--- config.mk ---
export PLATFORM = sky130hd
export DESIGN_NAME = dragon_body_queue
export DESIGN_NICKNAME = d
export VERILOG_FILES = /design/src/rtl/dragon_body_queue.sv
export SDC_FILE = /design/constraint.sdc
export NUM_CORES = 1
export LEC_CHECK = 0
export ABC_AREA = 0
export CAP_MARGIN = 40
export CORE_MARGIN = 4
export CORE_UTILIZATION = 47
export CTS_CLUSTER_SIZE = 25
export DETAILED_ROUTE_END_ITERATION = 10
export GPL_TIMING_DRIVEN = 1
export MAX_ROUTING_LAYER = met4
export PLACE_DENSITY = 0.9
export SKIP_CTS_REPAIR_TIMING = 1
export SYNTH_ARGS = -nofsm -noshare
export SYNTH_HDL_FRONTEND = slang
export SYNTH_SLANG_ARGS = --single-unit
--- constraint.sdc ---
create_clock -name clk -period 4.4 [get_ports clk]
set_input_delay 1.32 -clock clk [delete_from_list [all_inputs] [get_ports clk]]
set_output_delay 1.32 -clock clk [all_outputs]
set_load 0.02 [all_outputs]
--- src/rtl/dragon_body_queue.sv ---
`default_nettype none
// ==========================================================================
// dragon_body_queue - frame-paced body segment shift queue | rev 1.0
// ==========================================================================
module dragon_body_queue #(
  parameter int SEG_W    = 10,
  parameter int MAX_LEN  = 8,
  parameter int INIT_LEN = 1,
  parameter int DIV_W    = 6
) (
  input  logic                       clk,
  input  logic                       reset,
  input  logic                       frame_tick,
  input  logic                       cmd_valid,
  input  logic [1:0]                 cmd,
  input  logic [SEG_W-1:0]           head_in,
  input  logic [DIV_W-1:0]           move_period,
  output logic [MAX_LEN*SEG_W-1:0]   segments,
  output logic [MAX_LEN-1:0]         seg_en,
  output logic [$clog2(MAX_LEN+1)-1:0] length,
  output logic                       step,
  output logic                       full,
  output logic                       dead,
  output logic                       overflow
);

  localparam int LEN_W = $clog2(MAX_LEN+1);

  localparam logic [0:0] ST_ALIVE = 1'b0;
  localparam logic [0:0] ST_DEAD  = 1'b1;

  localparam logic [1:0] CMD_HEAL = 2'b01;
  localparam logic [1:0] CMD_HIT  = 2'b10;

  localparam logic [LEN_W-1:0] LEN_MAX  = LEN_W'(MAX_LEN);
  localparam logic [LEN_W-1:0] LEN_INIT = LEN_W'(INIT_LEN);

  logic [0:0]       state;
  logic [DIV_W-1:0] fcnt;
  logic [DIV_W-1:0] period_m1;
  logic             alive;
  logic             do_step;
  logic             accept;

  assign alive     = (state == ST_ALIVE);
  // A zero period behaves as one frame per step.
  assign period_m1 = (move_period == '0) ? '0 : move_period - DIV_W'(1);
  // ">=" rather than "==" so a shortened period steps on the next tick.
  assign do_step   = alive && frame_tick && (fcnt >= period_m1);
  assign accept    = alive && cmd_valid;

  always_ff @(posedge clk or posedge reset) begin
    if (reset) begin
      fcnt     <= '0;
      segments <= '0;
      step     <= 1'b0;
    end else begin
      step <= do_step;
      if (do_step) begin
        fcnt     <= '0;
        segments <= {segments[(MAX_LEN-1)*SEG_W-1:0], head_in};
      end else if (alive && frame_tick) begin
        fcnt <= fcnt + DIV_W'(1);
      end
    end
  end

  always_ff @(posedge clk or posedge reset) begin
    if (reset) begin
      state    <= ST_ALIVE;
      length   <= LEN_INIT;
      overflow <= 1'b0;
    end else if (accept) begin
      if (cmd == CMD_HEAL) begin
        if (length == LEN_MAX) overflow <= 1'b1;
        else                   length   <= length + LEN_W'(1);
      end else if (cmd == CMD_HIT) begin
        length <= length - LEN_W'(1);
        if (length == LEN_W'(1)) state <= ST_DEAD;
      end
    end
  end

  for (genvar k = 0; k < MAX_LEN; k++) begin : g_seg_en
    assign seg_en[k] = (LEN_W'(k) < length);
  end

  assign full = (length == LEN_MAX);
  assign dead = (state == ST_DEAD);

endmodule
`default_nettype wire

# Word-level counts from Yosys, hierarchy flattened
# Index checks and enable logic that the tools add are counted.
dict set report op_classes {
  div 0
  shift 0
  n_mux 6
  n_bitwise 2
  n_addsub 4
  n_reduce_logical 9
  mul 0
  order_cmp 9
  eq_ne 5
}
# op n
set op_table {}
lappend op_table {{$mux 6} 3}
lappend op_table {{$lt 3x4->1 const A} 4}
lappend op_table {{$mux 4} 3}
lappend op_table {{$lt 1x4->1 const A} 2}
lappend op_table {{$lt 2x4->1 const A} 2}
lappend op_table {{$add 6x1->6 const B} 1}
lappend op_table {{$ge 6x6->1} 1}
lappend op_table {{$logic_not 6->1} 1}
lappend op_table {{$reduce_and 3->1} 2}
lappend op_table {{$sub 6x1->6 const B} 1}
lappend op_table {{$add 4x1->4 const B} 1}
lappend op_table {{$eq 4x1->1 const B} 1}
lappend op_table {{$eq 4x4->1 const B} 1}
lappend op_table {{$reduce_and 4->1} 1}
lappend op_table {{$reduce_bool 2->1} 2}
lappend op_table {{$sub 4x1->4 const B} 1}
lappend op_table {{$logic_and 1x1->1} 3}
lappend op_table {{$eq 2x1->1 const B} 1}
lappend op_table {{$eq 2x2->1 const B} 1}
lappend op_table {{$ne 2x2->1 const B} 1}
lappend op_table {{$not 1->1} 2}
dict set report word_totals {
  output_inout_bits 96
  wordCells 41
  in_bits 22
  ff_bits 93
  latchBits 0
  mem_count 0
  ram_bits 0
  romBits 0
}

# Longest topological paths before layout
dict set report logic_depth {
  ltp_word 5
  ltp_mapped 13
  ltp_nobuf 11
}

# Worst setup path before layout
# No wires, ideal clock.
dict set report synth_timing {
  path_type {input-to-reg}
  start {in move_period[0]}
  end {reg segments[10]}
  setup_slack_ns 0.731
  cell_stages 12
  setup_ns 0.125
  n_path_buf 2
  t_arrival_ns 3.545
  path_cell_list {inv_1 -> ha_1 -> nand2_1 -> or3_1 -> and2_1 -> ha_1 -> nand2b_1 -> a21o_1 -> a21oi_2 -> buf_6 -> buf_4 -> mux2_2}
}
dict set report synth_via {
  elab_chain_cells 4
}
# item line
set synth_lines {}
lappend synth_lines {{start: declaration} 17} ;# input logic [DIV_W-1:0] move_period,
lappend synth_lines {{$sub 6x1->6 / $logic_not 6->1 (equally long branches)} 47} ;# assign period_m1 = (move_period == '0) ? '0 : move_period - DIV_W'(1);
lappend synth_lines {{$mux 6 *} 47}
lappend synth_lines {{$ge 6x6->1 *} 49} ;# assign do_step = alive && frame_tick && (fcnt >= period_m1);
lappend synth_lines {{$logic_and 1x1->1 *} 49}
lappend synth_lines {{end signal: assignment} 61} ;# segments <= {segments[(MAX_LEN-1)*SEG_W-1:0], head_in};
lappend synth_lines {{end: declaration} 18} ;# output logic [MAX_LEN*SEG_W-1:0] segments,
# Mark *: on every way between the ends. The rest lies on a longest branch, timed or not.
# A chain may end at the register's enable or synchronous reset.

# Final worst setup path
dict set report layout_timing {
  start {in move_period[0]}
  end {reg segments[63]}
}
# Same word-level chain as after synthesis.

==> reports/results.txt <==
Reg2Reg Setup Slack - 2.18 ns
initial antenna violation count - 0
PwrDens - 587 nW/um^2
Post-synth ARST share - 100%
Crit Reg-Reg Startpoint - fcnt[5]
Die ar. - 9970 um^2
fin crit period - 4.00 ns
num rows - 33
drt total wl - 8150 um
Syn Area/Cell - 14.2 um^2
vias in the first global route - 2793
Top cell by count, worst path - ha_1
Slew HR - 51.5%
outcome - finished, final reports clean
register area share after synthesis - 58.7%
cell family with most CP delay - buffers and inverters
area post-placement - 5230 um^2
most frequent cell after synthesis - dfrtp_1
cells after synthesis - 280
period utilization - 90.9%
hold depth - 1
Routed WL per cell - 16.0 um
Ys Warns - 0
area grow syn2layout - 36.6%
leak pwr - 2.57 nW
DR pass1 iterations - 4
count of buffers from port buffering - 117
Commonest cells post-synth - dfrtp_1, mux2_2, nand2_1
reg2reg path depth - 6
area leader, netlist - dfrtp_1
Post-DP HPWL - 5830 um
CP max stage delay - 0.49 ns
Post-synth EDFFs - 0
clock root cell - clkbuf_8
largest net degree at the start of global routing - 62
Num CTS Buffers - 9
Via density - 5.09
Setup TNS - 0 ns
Fillers - 608
Starting Density - 48.3%
gr usage total - 18.0%
Slowest-stage cell, CP - inv_2
largest cells by area after synthesis - dfrtp_1, mux2_2, ha_1
final setup skew - 0.00965 ns
total gr overflow - 0
syn nets - 313
core region area - 8220 um^2
Die Y - 99.9 um
critical path arrival - 4.24 ns
worst flop-to-flop path endpoint - segments[63]
TritonCTS clock tree - yes
CTS max path bufs - 2
Buf/Inv on CP - 3
Vias - 2597
Sink Count - 93
Crit Path Category - primary input to flip-flop
hold crit path type - flip-flop to flip-flop
Worst-Skew Late Latency - 0.35 ns
Slew Viols, Final - 0
clock slew at reported path FFs - 0.09 ns
launch point of the worst path - move_period[0]
H-tree lvl count - 3
DRC - 0
design area - 5420 um^2
flops & latches, synth - 93
top-area cell type share of the netlist area - 58.1%
CP endpoint kind - flip-flop
Netlist Area Pre-Place - 3970 um^2
share of layout cells above drive strength 1 - 25.4%
final setup violation count - 0
f_max - 250 MHz
Ports - 118
Least-Margin Pin Slew - 0.727 ns
total inserted antenna cells - 0
hold endpoint - overflow
total power - 3.18 mW
startpoint types - primary input
Primary FF master, synth - dfrtp_1
critical path, cell by cell - clkdlybuf4s50_1, inv_1, ha_1, nand2_1, or3_1, and2_1, ha_1, nand2b_1, a21o_1, a21oi_4, inv_2, mux2_2
Crit Path Max Fanout - 29
Initial DRC Count - 117
post-synth cell types - 35
peak supply drop - 0.000427 V
Die Width - 99.9 um
max_cap viols - 0
unrepaired setup endpoints after global routing - no
fin util - 65.9%
WHS - 0.462 ns
final hold viol count - 0
post-route ant nets - 0
hold path start - overflow
required time of the worst setup path - 4.64 ns
first-pass GRT wire length - 13700 um
nets - 433
RePlAce Congestion - 0.841
[cell type report]
cell class	instances	area [um^2]	share of cell area (%)
timing repair buffer	120	1210	22.3
clock buffer	10	138	2.54
sequential	93	2330	43.0
tap	105	131	2.42
inverter	11	43.8	0.808
multi-input combinational	165	1520	28.0
clock inverter	6	52.6	0.970
[metal layers]
metal  wire, um  vias to the layer above  share of wire (%)  track usage [%]
li1           -                     1213                  -                -
met1       3460                     1279                 42             22.9
met3        805                       16                9.9             6.88
met5          0                        -                  0                -
met2       3710                       89                 46             26.3
met4        170                        0                2.1             6.62
[state kept, by name, indices dropped and copies added, names as in the netlist]
name,cells
dead,1
fcnt,6
length,4
overflow,1
segments,80
step,1
[per-stage QoR]
stage | instances | worst slack [ns]
finish | 510 | 0.400
global route | 510 | 0.205
CTS | 510 | 0.386
detailed placement | 494 | 0.0203
global placement | 494 | 0.187
floorplan | 280 | 0.661
[cell usage in the layout (no fill, tap or decap), drive strengths merged]
cell,synthesis,routed
xor2,9,9
a21oi,5,5
nor3b,2,2
inv,11,14
mux2,80,80
nor2b,3,3
clkinv,0,1
nor4bb,1,1
clkbuf,1,10
clkdlybuf4s50,0,117
nand2b,3,3
clkinvlp,0,2
nor2,10,10
dfstp,1,1
and3,1,1
buf,10,3
dfrtp,92,92
a21o,6,6
o21ai,5,5
nand2,13,13
nand3b,1,1
and2,1,1
xnor2,1,1
nand4b,1,1
ha,11,11
mux2i,2,2
or4,1,1
o22ai,1,1
nor3,1,1
or3,2,2
nand4,3,3
a32oi,1,1
a41o,1,1
[logic make-up after synthesis]
kind of cell               Yosys count  synth area share, %
DFF                                 93                 58.7
muxes                               82                 23.7
adders and majority gates           11                 3.47
AOI/OAI and AO/OA                   19                 3.12
and+or+nand+nor                     43                 5.59
xor gates and xnor gates            10                 2.21
buffers and inverters               22                 3.19
[power by group]
group / internal, mW / switching (mW) / total [mW]
Clock: 0.230 / 0.313 / 0.543
Combinational: 0.699 / 0.660 / 1.36
Sequential: 1.08 / 0.200 / 1.28
[worst register-to-register path, delay by kind of cell, from the launching register on]
kind | cells | cell delay [ns]
buf+inv | 1 | 0.49
mux | 1 | 0.42
flops | 1 | 0.41
compound gates | 2 | 0.33
fa+ha+maj | 1 | 0.32
simple gates | 1 | 0.13
[how the worst max path moves through the flow]
stage / endpoint / cells after the start / slack (ns)
2_1_floorplan: dead / 1 / 0.66
3_3_place_gp: segments[8] / 12 / 0.19
3_5_place_dp: segments[7] / 12 / 0.02
4_1_cts: segments[63] / 12 / 0.39
5_1_grt: segments[78] / 10 / 0.21
6_report: segments[63] / 12 / 0.40
No activity file was read; power rests on OpenSTA's default activity.
